--- src/rtl/n_encoder_seq_if.sv ---
`default_nettype none
// ============================================================================
// Module      : n_encoder_seq_if
// Description : Load/request and valid/ready index stream bundle for the
//               sequential n-bit encoder.
// Revision    : 1.0 - initial release
// ============================================================================
interface n_encoder_seq_if #(
    parameter int N = 5
);
    logic               load;
    logic [(1<<N)-1:0]  req;
    logic [N-1:0]       y;
    logic               y_valid;
    logic               y_ready;
    logic               busy;
    logic               done;

    modport master (
        output load,
        output req,
        output y_ready,
        input  y,
        input  y_valid,
        input  busy,
        input  done
    );

    modport slave (
        input  load,
        input  req,
        input  y_ready,
        output y,
        output y_valid,
        output busy,
        output done
    );
endinterface
`default_nettype wire

--- src/rtl/n_encoder_seq.sv ---
`default_nettype none
// ============================================================================
// Module      : n_encoder_seq
// Description : Captures a 2**N-bit request vector and emits the index of
//               every set bit, lowest first, one per valid/ready transfer.
// Revision    : 1.0 - initial release
// ============================================================================
module n_encoder_seq #(
    parameter int N = 5
) (
    input  logic           clk,
    input  logic           rst_n,
    n_encoder_seq_if.slave bus
);
    localparam int W = 1 << N;

    localparam logic [0:0] c_ST_IDLE = 1'b0;
    localparam logic [0:0] c_ST_SCAN = 1'b1;

    logic [0:0]   state_q,   state_d;
    logic [W-1:0] pending_q, pending_d;
    logic [N-1:0] y_q,       y_d;
    logic         y_valid_q, y_valid_d;
    logic         busy_q,    busy_d;
    logic         done_q,    done_d;

    logic [W-1:0] w_remaining;
    logic [W-1:0] w_search;
    logic [N-1:0] w_low_idx;
    logic         w_search_nz;

    // One shared priority encoder: it looks at req while idle and at the
    // pending bits minus the index being handed off while scanning.
    always_comb begin
        w_remaining = pending_q & ~(W'(1) << y_q);
        w_search    = (state_q == c_ST_IDLE) ? bus.req : w_remaining;
        w_search_nz = |w_search;
        w_low_idx   = '0;
        for (int i = W - 1; i >= 0; i--) begin
            if (w_search[i]) begin
                w_low_idx = N'(i);
            end
        end
    end

    always_comb begin
        state_d   = state_q;
        pending_d = pending_q;
        y_d       = y_q;
        y_valid_d = y_valid_q;
        busy_d    = busy_q;
        done_d    = 1'b0;
        case (state_q)
            c_ST_IDLE: begin
                if (bus.load) begin
                    if (w_search_nz) begin
                        pending_d = bus.req;
                        state_d   = c_ST_SCAN;
                        y_d       = w_low_idx;
                        y_valid_d = 1'b1;
                        busy_d    = 1'b1;
                    end else begin
                        done_d    = 1'b1;
                    end
                end
            end
            c_ST_SCAN: begin
                if (y_valid_q && bus.y_ready) begin
                    pending_d = w_remaining;
                    if (w_search_nz) begin
                        y_d       = w_low_idx;
                    end else begin
                        // y deliberately keeps the last emitted index
                        state_d   = c_ST_IDLE;
                        y_valid_d = 1'b0;
                        busy_d    = 1'b0;
                        done_d    = 1'b1;
                    end
                end
            end
            default: begin
                state_d = c_ST_IDLE;
            end
        endcase
    end

    always_ff @(posedge clk or negedge rst_n) begin
        if (!rst_n) begin
            state_q   <= c_ST_IDLE;
            pending_q <= '0;
            y_q       <= '0;
            y_valid_q <= 1'b0;
            busy_q    <= 1'b0;
            done_q    <= 1'b0;
        end else begin
            state_q   <= state_d;
            pending_q <= pending_d;
            y_q       <= y_d;
            y_valid_q <= y_valid_d;
            busy_q    <= busy_d;
            done_q    <= done_d;
        end
    end

    assign bus.y       = y_q;
    assign bus.y_valid = y_valid_q;
    assign bus.busy    = busy_q;
    assign bus.done    = done_q;
endmodule
`default_nettype wire

--- src/flat_wrapper.sv ---
// flat-port wrapper written by rule: the top's interface ports become plain ports
module n_encoder_seq_flat 
#(
    parameter int N = 5
)
  (clk, rst_n, bus_load, bus_req, bus_y_ready, bus_y, bus_y_valid, bus_busy, bus_done);
  n_encoder_seq_if #(.N(N)) bus_i ();
  input  logic clk;
  input  logic rst_n;
  input wire logic [$bits(bus_i.load)-1:0] bus_load;
  input wire logic [$bits(bus_i.req)-1:0] bus_req;
  input wire logic [$bits(bus_i.y_ready)-1:0] bus_y_ready;
  output wire logic [$bits(bus_i.y)-1:0] bus_y;
  output wire logic [$bits(bus_i.y_valid)-1:0] bus_y_valid;
  output wire logic [$bits(bus_i.busy)-1:0] bus_busy;
  output wire logic [$bits(bus_i.done)-1:0] bus_done;
  assign bus_i.load = bus_load;
  assign bus_i.req = bus_req;
  assign bus_i.y_ready = bus_y_ready;
  assign bus_y = bus_i.y;
  assign bus_y_valid = bus_i.y_valid;
  assign bus_busy = bus_i.busy;
  assign bus_done = bus_i.done;
  n_encoder_seq #(.N(N)) u_core (.clk(clk), .rst_n(rst_n), .bus(bus_i));
endmodule
--- config.mk ---
export PLATFORM = sky130hd
export DESIGN_NAME = n_encoder_seq_flat
export DESIGN_NICKNAME = d
export VERILOG_FILES = /design/src/rtl/n_encoder_seq_if.sv /design/src/rtl/n_encoder_seq.sv /design/src/flat_wrapper.sv
export SDC_FILE = /design/constraint.sdc
export NUM_CORES = 1
export LEC_CHECK = 0
export BUFFER_PORTS_ARGS = -buffer_cell sky130_fd_sc_hd__buf_4
export CORE_MARGIN = 5
export CORE_UTILIZATION = 48
export DETAILED_ROUTE_END_ITERATION = 10
export MAX_ROUTING_LAYER = met4
export PLACE_DENSITY = 0.69
export SETUP_SLACK_MARGIN = 0.15
export SLEW_MARGIN = 0
export SYNTH_ARGS = -nofsm -noshare
export SYNTH_HDL_FRONTEND = slang
export SYNTH_SLANG_ARGS = --single-unit
export TNS_END_PERCENT = 100
--- constraint.sdc ---
create_clock -name clk -period 5.8 [get_ports clk]
set_input_delay 1.16 -clock clk [delete_from_list [all_inputs] [get_ports clk]]
set_output_delay 1.16 -clock clk [all_outputs]
set_load 0.02 [all_outputs]
Word-level counts from Yosys, hierarchy flattened
Index checks and enable logic that the tools add are counted.

Equal/unequal tests: 4. Shifts and indexed selects: 1. Mux-type cells: 54. Bitwise gates (word level): 3. Reduce and logical (&&, ||, !) cells: 5.

Operator list (count): 5-bit 2-to-1 mux (35); 32-bit 2-to-1 mux (4); 32-bit one-hot mux with 2 select lines (1); 32-bit bitwise AND (1); 32-bit NOT (1); 32-bit OR reduction (1); 1-bit by 5-bit << shifter with 32-bit output, first input constant (1); 1-bit 2-to-1 mux (10); 5-bit one-hot mux with 2 select lines (1); 2-bit inequality test, second input constant (3); 1-bit one-hot mux with 2 select lines (3); 4-bit AND reduction (1); 3-bit AND reduction (1); 2-bit by 1-bit inequality test with 1-bit output, second input constant (1); 2-bit AND reduction (1); 1-bit logical AND (1); 1-bit NOT (1).

Register bits after elaboration: 40. Bits of input ports: 36.

Logic depth before layout (Yosys ltp)
Gate-level depths: netlist of run 1.

Depth after elaboration: 39. Depth in mapped cells: 11. Gate-level depth less buffers: 7.

Least setup slack after synthesis of run 1
OpenSTA, ideal clock, no wires.

Path type: input to register. Start: in bus_req[29]. End: reg u_core.pending_q[0]. Arrival time: 3059 ps. Required time: 5675 ps. Path slack: 2616 ps. Cell stages on the path: 8. Path through: mux4_2 a2111oi_0 or3_1 and3_1 nand4_1 a21o_1 buf_6 mux2_4.

Longest elaborated chain between the ends: 4.

Ends and longest elaborated chain: start, declared (RTL line flat_wrapper.sv:11) `input wire logic [$bits(bus_i.req)-1:0] bus_req;`; 32-bit 2-to-1 mux (RTL line n_encoder_seq.sv:36) `w_search = (state_q == c_ST_IDLE) ? bus.req : w_remaining;`; 32-bit OR reduction (RTL line n_encoder_seq.sv:37) `w_search_nz = |w_search;`; 2-bit by 1-bit inequality test with 1-bit output (no line); 3-bit AND reduction (no line); end signal, assigned (RTL line n_encoder_seq.sv:97) `pending_q <= pending_d;`; end, declared (RTL line n_encoder_seq.sv:21) `logic [W-1:0] pending_q, pending_d;`.

Every way passes these cells. A chain may end at the register's enable or synchronous reset.

Final worst setup path of run 1
Start: reg u_core.state_q. End: reg u_core.pending_q[10].

Longest elaborated chain between the ends: 4. Elaborated cells on any way between the ends: 8. Classes of those cells: 3 x eq/ne; 2 x mux; 1 x bitwise; 2 x reduce/logical.

Ends and longest elaborated chain: start, declared (RTL line n_encoder_seq.sv:20) `logic [0:0] state_q, state_d;`; start signal, assigned (RTL line n_encoder_seq.sv:89) `state_q <= c_ST_IDLE;`; start signal, assigned (RTL line n_encoder_seq.sv:96) `state_q <= state_d;`; 32-bit 2-to-1 mux (RTL line n_encoder_seq.sv:36); 32-bit OR reduction (RTL line n_encoder_seq.sv:37); 2-bit by 1-bit inequality test with 1-bit output (no line); 3-bit AND reduction (no line).

Parallel ways exist; a longest one is shown, timed or not.

==> out/qor_table.md, run 1 <==
| Metric | Value | Unit |
|:---|:---|:---|
| Run status | finished, final reports clean | - |
| Port Buffer Count | 43 | - |
| Final setup violation count | 0 | - |
| Gpl congestion | 0.857 | - |
| Number of antenna violations at the first check in global routing | 0 | - |
| Clock transition at the register clock pins on the worst setup and hold paths after CTS | 0.08 | ns |
| Most common library cell in the layout ignoring fill and taps | sky130_fd_sc_hd__buf_4 | - |
| P_leak | 1.54 | nW |
| Count of nets after finishing | 387 | - |
| Count of max-cap constraint violations | 0 | - |
| Post-synthesis cell area | 3060 | um2 |
| EDFF count, synth | 0 | - |
| Total Power Consumption | 0.00138 | W |
| Pin count of the biggest net entering global routing | 46 | - |
| Crit end category | flip-flop | - |
| Type of the tightest min-delay check | reg -> reg | - |
| Total clock buffers created by CTS | 5 | - |
| Max-slew headroom at the worst pin | 47.2 | % |
| Count of state elements after synthesis | 40 | - |
| RSZ-0062 raised after global routing | no | - |
| Proportion of register bits with asynchronous set or reset after synthesis | 100 | % |
| H-Tree Depth | 2 | - |
| Height of the chip | 89.8 | um |
| Congestion Overflow GR | 0 | - |
| Switching power share of the total | 41.7 | % |
| Net load switching power | 0.000577 | W |
| Final sum of negative setup slack | 0 | ns |
| Length of the first detailed-routing pass in iterations | 4 | - |
| Buffer cell driving the clock tree root | sky130_fd_sc_hd__clkbuf_8 | - |
| Clock skew | 0.00709 | ns |
| Number of global-route vias before repair | 2634 | - |
| Slew Limit Fails | 0 | - |
| Number of DRC violations after detailed-routing iteration 0 | 213 | - |
| Seq pwr share | 36.2 | % |
| Part of the Yosys area used for sequential elements | 32.7 | % |
| Routed WL | 7.94 | mm |
| Unique masters post-synth | 61 | - |
| Worst Path Required | 5.99 | ns |
| DRC errors left | 0 | - |
| Fraction of layout cells with a size suffix above 1 | 25.4 | % |
| Max VDD drop | 0.000186 | V |
| Most frequent cells in the layout | sky130_fd_sc_hd__buf_4 (45), sky130_fd_sc_hd__dfrtp_1 (39), sky130_fd_sc_hd__nor2_1 (26) | - |
| # clock sinks | 40 | - |
| Pwr/cell area | 401 | nW/um2 |
| Total nets after synthesis | 355 | - |
| Wire length of the first global-routing pass | 13.3 | mm |
| Inserted Diodes | 0 | - |
| Initial Util | 48.7 | % |
| Startpoint kind of the worst setup timing path | flip-flop | - |
| Maximum root-to-sink buffer count | 2 | - |
| Setup bufs post-CTS | 0 | - |
| Floorplan Core Area | 6280 | um2 |
| Relative contribution of the clock network to total power | 14.8 | % |
| Die outline area | 8070 | um2 |
| Clock Latency Late Sink | 0.30 | ns |
| Antenna Nets Post-Route | 0 | - |
| Number of synthesis warnings | 0 | - |
| Post-Synthesis Mean Instance Area | 9.59 | um2 |
| CTS tree | yes | - |
| Synth-to-Final Area Change | 12.6 | % |
| Final min period | 4.13 | ns |
| Share of the clock period used by the worst path | 71.3 | % |
| FMAX | 242 | MHz |
| Crit Path Max Fanout | 27 | - |
| Routed wirelength normalized by instance count | 18.5 | um |
| GRT Total Usage | 20.6 | % |
| Number of gates given a new drive strength after cts | 0 | - |
| Data arrival time of the critical path | 4.32 | ns |
| Primary FF master, synth | sky130_fd_sc_hd__dfrtp_1 | - |
| Count of vias placed by the detailed router | 2653 | - |
| Final hold violations | 0 | - |
| Internal Power | 0.000806 | W |
| Detailed-route vias per instance | 6.20 | - |
| Number of primary I/O pins | 44 | - |
| Die outline width | 89.8 | um |
| Placement row count | 29 | - |
| Detailed placement HPWL | 5.60 | mm |
| Cell count after synthesis | 319 | - |
| Slew at the pin with the worst max-slew slack | 0.792 | ns |
| Setup Crit Path Kind | reg -> reg | - |
| Cts-stage hold buffer count | 0 | - |
| Comb power frac | 49.0 | % |
## routing by layer
layer	up-vias	GRT usage, %	wire, um
met5	-	-	0
met4	0	5.16	102
met3	10	4.76	544
met2	109	30.1	3560
met1	1263	28.8	3730
li1	1271	-	-
## per-stage QoR
step | instances | cell area [um2] | utilization, % | hold slack (ns) | worst slack [ns]
2_1_floorplan | 319 | 3060 | - | 0.475 | 2.62
3_3_place_gp | 421 | 3350 | 53.4 | 0.495 | 1.60
3_5_place_dp | 421 | 3350 | 53.4 | 0.488 | 1.55
4_1_cts | 428 | 3450 | 54.9 | 0.516 | 1.70
5_1_grt | 428 | 3450 | 54.9 | 0.538 | 1.37
6_report | 428 | 3450 | 54.9 | 0.517 | 1.67
## final cells by class
class	instances	area, um2
Clock buffer	7	96.3
Fill cell	571	2830
Inverter	16	60.1
Multi-Input combinational cell	243	1850
Sequential cell	40	1000
Tap cell	77	96.3
Timing Repair Buffer	45	338
## cells in the mapped netlist (2+ instances only)
library cell | n | area, um2
sky130_fd_sc_hd__dfrtp_1 | 40 | 1000
sky130_fd_sc_hd__nor2_1 | 26 | 97.6
sky130_fd_sc_hd__mux2_4 | 21 | 315
sky130_fd_sc_hd__o21ai_0 | 19 | 95.1
sky130_fd_sc_hd__mux2i_1 | 18 | 180
sky130_fd_sc_hd__nand2_1 | 17 | 63.8
sky130_fd_sc_hd__o211ai_1 | 16 | 120
sky130_fd_sc_hd__a21oi_1 | 15 | 75.1
sky130_fd_sc_hd__inv_1 | 15 | 56.3
sky130_fd_sc_hd__nor2b_1 | 10 | 62.6
sky130_fd_sc_hd__a31oi_1 | 9 | 56.3
sky130_fd_sc_hd__buf_4 | 7 | 52.6
sky130_fd_sc_hd__a2111oi_0 | 6 | 52.6
sky130_fd_sc_hd__nor3_1 | 6 | 30.0
sky130_fd_sc_hd__buf_6 | 5 | 56.3
sky130_fd_sc_hd__nand2b_1 | 5 | 31.3
sky130_fd_sc_hd__a211oi_1 | 4 | 30.0
sky130_fd_sc_hd__buf_2 | 4 | 20.0
sky130_fd_sc_hd__or3_1 | 4 | 25.0
sky130_fd_sc_hd__a21o_1 | 3 | 22.5
sky130_fd_sc_hd__a22oi_1 | 3 | 22.5
sky130_fd_sc_hd__a32oi_1 | 3 | 26.3
sky130_fd_sc_hd__a41oi_1 | 3 | 26.3
sky130_fd_sc_hd__and2_1 | 3 | 18.8
sky130_fd_sc_hd__and3_1 | 3 | 18.8
sky130_fd_sc_hd__clkbuf_1 | 3 | 11.3
sky130_fd_sc_hd__nand3b_1 | 3 | 22.5
sky130_fd_sc_hd__nand4_1 | 3 | 18.8
sky130_fd_sc_hd__o221ai_1 | 3 | 26.3
sky130_fd_sc_hd__or3b_1 | 3 | 26.3
sky130_fd_sc_hd__a221o_1 | 2 | 20.0
sky130_fd_sc_hd__a31o_2 | 2 | 17.5
sky130_fd_sc_hd__mux2_2 | 2 | 22.5
sky130_fd_sc_hd__mux4_2 | 2 | 45.0
sky130_fd_sc_hd__nor3b_1 | 2 | 15.0
sky130_fd_sc_hd__nor4b_2 | 2 | 30.0
sky130_fd_sc_hd__o21a_1 | 2 | 15.0
sky130_fd_sc_hd__o31ai_1 | 2 | 15.0
## worst max-delay path, cell delays in order (launching register included)
cell,delay [ns]
sky130_fd_sc_hd__dfrtp_2,0.72
sky130_fd_sc_hd__clkinv_1,0.57
sky130_fd_sc_hd__a311oi_1,0.53
sky130_fd_sc_hd__nor3_1,0.16
sky130_fd_sc_hd__nor4b_2,0.21
sky130_fd_sc_hd__nand4_1,0.32
sky130_fd_sc_hd__a21o_1,0.70
sky130_fd_sc_hd__buf_4,0.43
sky130_fd_sc_hd__mux2_2,0.37
## final timing paths
path	startpoint	end	slack, ns	depth (start not counted)
hold reg to reg	u_core.pending_q[1]	u_core.pending_q[1]	0.52	1
setup reg to reg	u_core.state_q	u_core.pending_q[10]	1.67	8
hold / removal	u_core.pending_q[1]	u_core.pending_q[1]	0.52	1
setup / recovery	u_core.state_q	u_core.pending_q[10]	1.67	8
min in group asynchronous	rst_n	u_core.pending_q[30]	0.84	1
max in group asynchronous	rst_n	u_core.state_q	4.58	1
## kinds of logic after synthesis
group	Yosys count	share of synthesized area, %
AOI/OAI and AO/OA	102	23.5
DFF	40	32.7
buffers and inverters	36	6.71
and+or+nand+nor	98	18.7
muxes	43	18.4
## sequential cells by signal, indices dropped and copies added (netlist names)
name	cells
u_core.bus.y	5
u_core.state_q	1
u_core.bus.done	1
u_core.bus.y_valid	1
u_core.pending_q	32
## power by group through the flow
stage / clock network (W) / registers, W / logic (W)
after global placement: 0 / 0.000502 / 0.000660
after global routing: 0.000225 / 0.000520 / 0.000736
after detailed placement: 0 / 0.000499 / 0.000666
final: 0.000205 / 0.000501 / 0.000678
after floorplan: 0 / 0.000450 / 0.000533
after CTS: 0.000211 / 0.000498 / 0.000670
Note: power is estimated with default switching activity, not from simulation.
==> run 2: changes to the inputs <==
Settings changed: PLACE_DENSITY 0.69 to 0.71.
Clock period 5.8 ns to 3.3 ns, I/O delays scaled along.
==> run 2 against run 1 <==
Flip-flop and latch count unchanged. Clock-buffer cell count down 1. Clock skew is 0.0013 ns higher. Worst hold slack got worse by 0.20 ns. Sequential share of layout area is 0.62 points lower. First-iteration DRC count fell by 12%. Critical path type unchanged. Critical endpoint is now u_core.pending_q[21]. Largest power group unchanged.
==> out/qor_table.md, run 2 (same netlist as run 1, synthesis figures left out) <==
| Metric | Value | Unit |
|:---|:---|:---|
| Run status | finished, final reports clean | - |
| Most common library cell in the layout ignoring fill and taps | sky130_fd_sc_hd__buf_4 | - |
| Total clock buffers created by CTS | 5 | - |
| Worst setup timing slack at the placement stage | 0.307 | ns |
| Number of global-route vias before repair | 2743 | - |
| Number of primary I/O pins | 44 | - |
| Height of the chip | 89.8 | um |
| FMAX | 337 | MHz |
| Slew at the pin with the worst max-slew slack | 0.614 | ns |
| Fraction of layout cells with a size suffix above 1 | 27.9 | % |
| Switching power share of the total | 42.1 | % |
| Worst path cell trace | buf_4 -> nor2b_1 -> a31oi_1 -> nand2b_1 -> nor4b_2 -> nand4_1 -> a21o_1 -> buf_4 -> mux2_4 | - |
| Routed wirelength normalized by instance count | 18.9 | um |
| Type of the tightest min-delay check | in -> async | - |
| Internal Power | 0.00143 | W |
| P_leak | 1.59 | nW |
| Slowest stage cell, crit path | sky130_fd_sc_hd__dfrtp_1 | - |
| Buffer cell driving the clock tree root | sky130_fd_sc_hd__clkbuf_8 | - |
| Number of DRC violations after detailed-routing iteration 0 | 187 | - |
| Die outline area | 8070 | um2 |
| Crit end category | flip-flop | - |
| Seq pwr share | 34.0 | % |
| Register containing the most flip-flops in the final layout | u_core.pending_q | - |
| R2r worst-path depth | 9 | - |
| Comb power frac | 52.0 | % |
| Port Buffer Count | 43 | - |
| Data arrival time of the critical path | 3.14 | ns |
| H-Tree Depth | 2 | - |
| Total Power Consumption | 0.00247 | W |
| CTS tree | yes | - |
| RSZ-0062 raised after global routing | no | - |
| Crit path top cell by count | sky130_fd_sc_hd__buf_4 | - |
| Max VDD drop | 0.000380 | V |
| Pin count of the biggest net entering global routing | 41 | - |
| DRC errors left | 0 | - |
| Relative contribution of the clock network to total power | 14.0 | % |
| Placement row count | 29 | - |
| # clock sinks | 40 | - |
| Count of nets after finishing | 397 | - |
| Antenna Nets Post-Route | 0 | - |
| Clock Latency Late Sink | 0.30 | ns |
| Congestion Overflow GR | 0 | - |
| Final sum of negative setup slack | 0 | ns |
| Clock skew | 0.00837 | ns |
| Gpl congestion | 1.00 | - |
| Wire length of the first global-routing pass | 13.8 | mm |
| Clock transition at the register clock pins on the worst setup and hold paths after CTS | 0.08 | ns |
| Number of flip-flops in the largest register | 32 | - |
| Length of the first detailed-routing pass in iterations | 4 | - |
| Final hold violations | 0 | - |
| GRT Total Usage | 21.2 | % |
| Count of max-cap constraint violations | 0 | - |
| Final worst setup slack | 0.335 | ns |
| Net load switching power | 0.00104 | W |
| Max-slew headroom at the worst pin | 58.0 | % |
| Maximum root-to-sink buffer count | 2 | - |
| Pwr/cell area | 700 | nW/um2 |
| Share of the clock period used by the worst path | 89.8 | % |
| Startpoint kind of the worst setup timing path | flip-flop | - |
| Setup Crit Path Kind | reg -> reg | - |
| Filler cell count | 567 | - |
| Inserted Diodes | 0 | - |
| Largest stage delay, worst path | 0.50 | ns |
| Count of vias placed by the detailed router | 2726 | - |
| Detailed placement HPWL | 6.12 | mm |
| Most frequent cells in the layout | sky130_fd_sc_hd__buf_4 (54), sky130_fd_sc_hd__dfrtp_1 (38), sky130_fd_sc_hd__nor2_1 (26) | - |
| Routed WL | 8.28 | mm |
| Initial Util | 48.7 | % |
| Final min period | 2.96 | ns |
| Crit Path Max Fanout | 19 | - |
| Cts-stage hold buffer count | 0 | - |
| Synth-to-Final Area Change | 15.5 | % |
| Worst Path Required | 3.48 | ns |
| Final setup violation count | 0 | - |
| Slew Limit Fails | 0 | - |
| Number of antenna violations at the first check in global routing | 0 | - |
| Die outline width | 89.8 | um |
| Floorplan Core Area | 6280 | um2 |
| Detailed-route vias per instance | 6.21 | - |
-- run 2: per-stage QoR --
step                      instances  hold WS (ns)  utilization (%)  instance area [um2]
final                           439         0.322             56.3                 3530
after floorplan                 319         0.364                -                 3060
after global placement          431         0.492             54.8                 3440
after CTS                       439         0.349             56.2                 3530
after detailed placement        431         0.496             54.8                 3440
after global routing            439         0.368             56.3                 3530
-- run 2: area by class of cell --
class	instances	area [um2]	area share [%]
clock buffer	6	82.6	2.34
clock inverter	2	10.0	0.283
inverter	16	60.1	1.70
multi-input combinational	243	1850	52.5
sequential	40	1010	28.5
tap	77	96.3	2.73
timing repair buffer	55	425	12.0
-- run 2: worst paths after layout --
path,from,to,slack (ns)
setup reg to reg,u_core.bus.y[2],u_core.pending_q[21],0.34
min in group clk,u_core.pending_q[0],u_core.pending_q[0],0.51
hold / removal,rst_n,u_core.pending_q[30],0.32
hold reg to reg,u_core.pending_q[0],u_core.pending_q[0],0.51
setup / recovery,u_core.bus.y[2],u_core.pending_q[21],0.34
max in group asynchronous,rst_n,u_core.state_q,2.59
-- run 2: worst max-delay path, delay by kind of cell, from the launching register on --
family | cells | cell delay, ns
mux | 1 | 0.32
simple gates | 4 | 1.11
buf+inv | 2 | 0.46
flops | 1 | 0.50
compound gates | 2 | 0.44
-- run 2: power by group through the flow --
stage	registers [W]	clock network, W	logic [W]
after floorplan	0.000791	0	0.000937
after global placement	0.000840	0	0.00125
after detailed placement	0.000837	0	0.00127
after CTS	0.000837	0.000351	0.00127
after global routing	0.000868	0.000377	0.00139
final	0.000842	0.000345	0.00129
-- run 2: layer usage --
metal	part of all wire, %	wire length (um)	track usage, %
met1	46	3810	28.7
met2	45	3750	31.1
met3	6.7	554	5.09
met4	2.0	168	6.80
met5	0	0	-
-- run 2: repair_timing --
item / CTS / global route
gates resized for setup: 0 / 3
endpoints found under the setup margin: 0 / 29
buffers inserted: 0 / 0
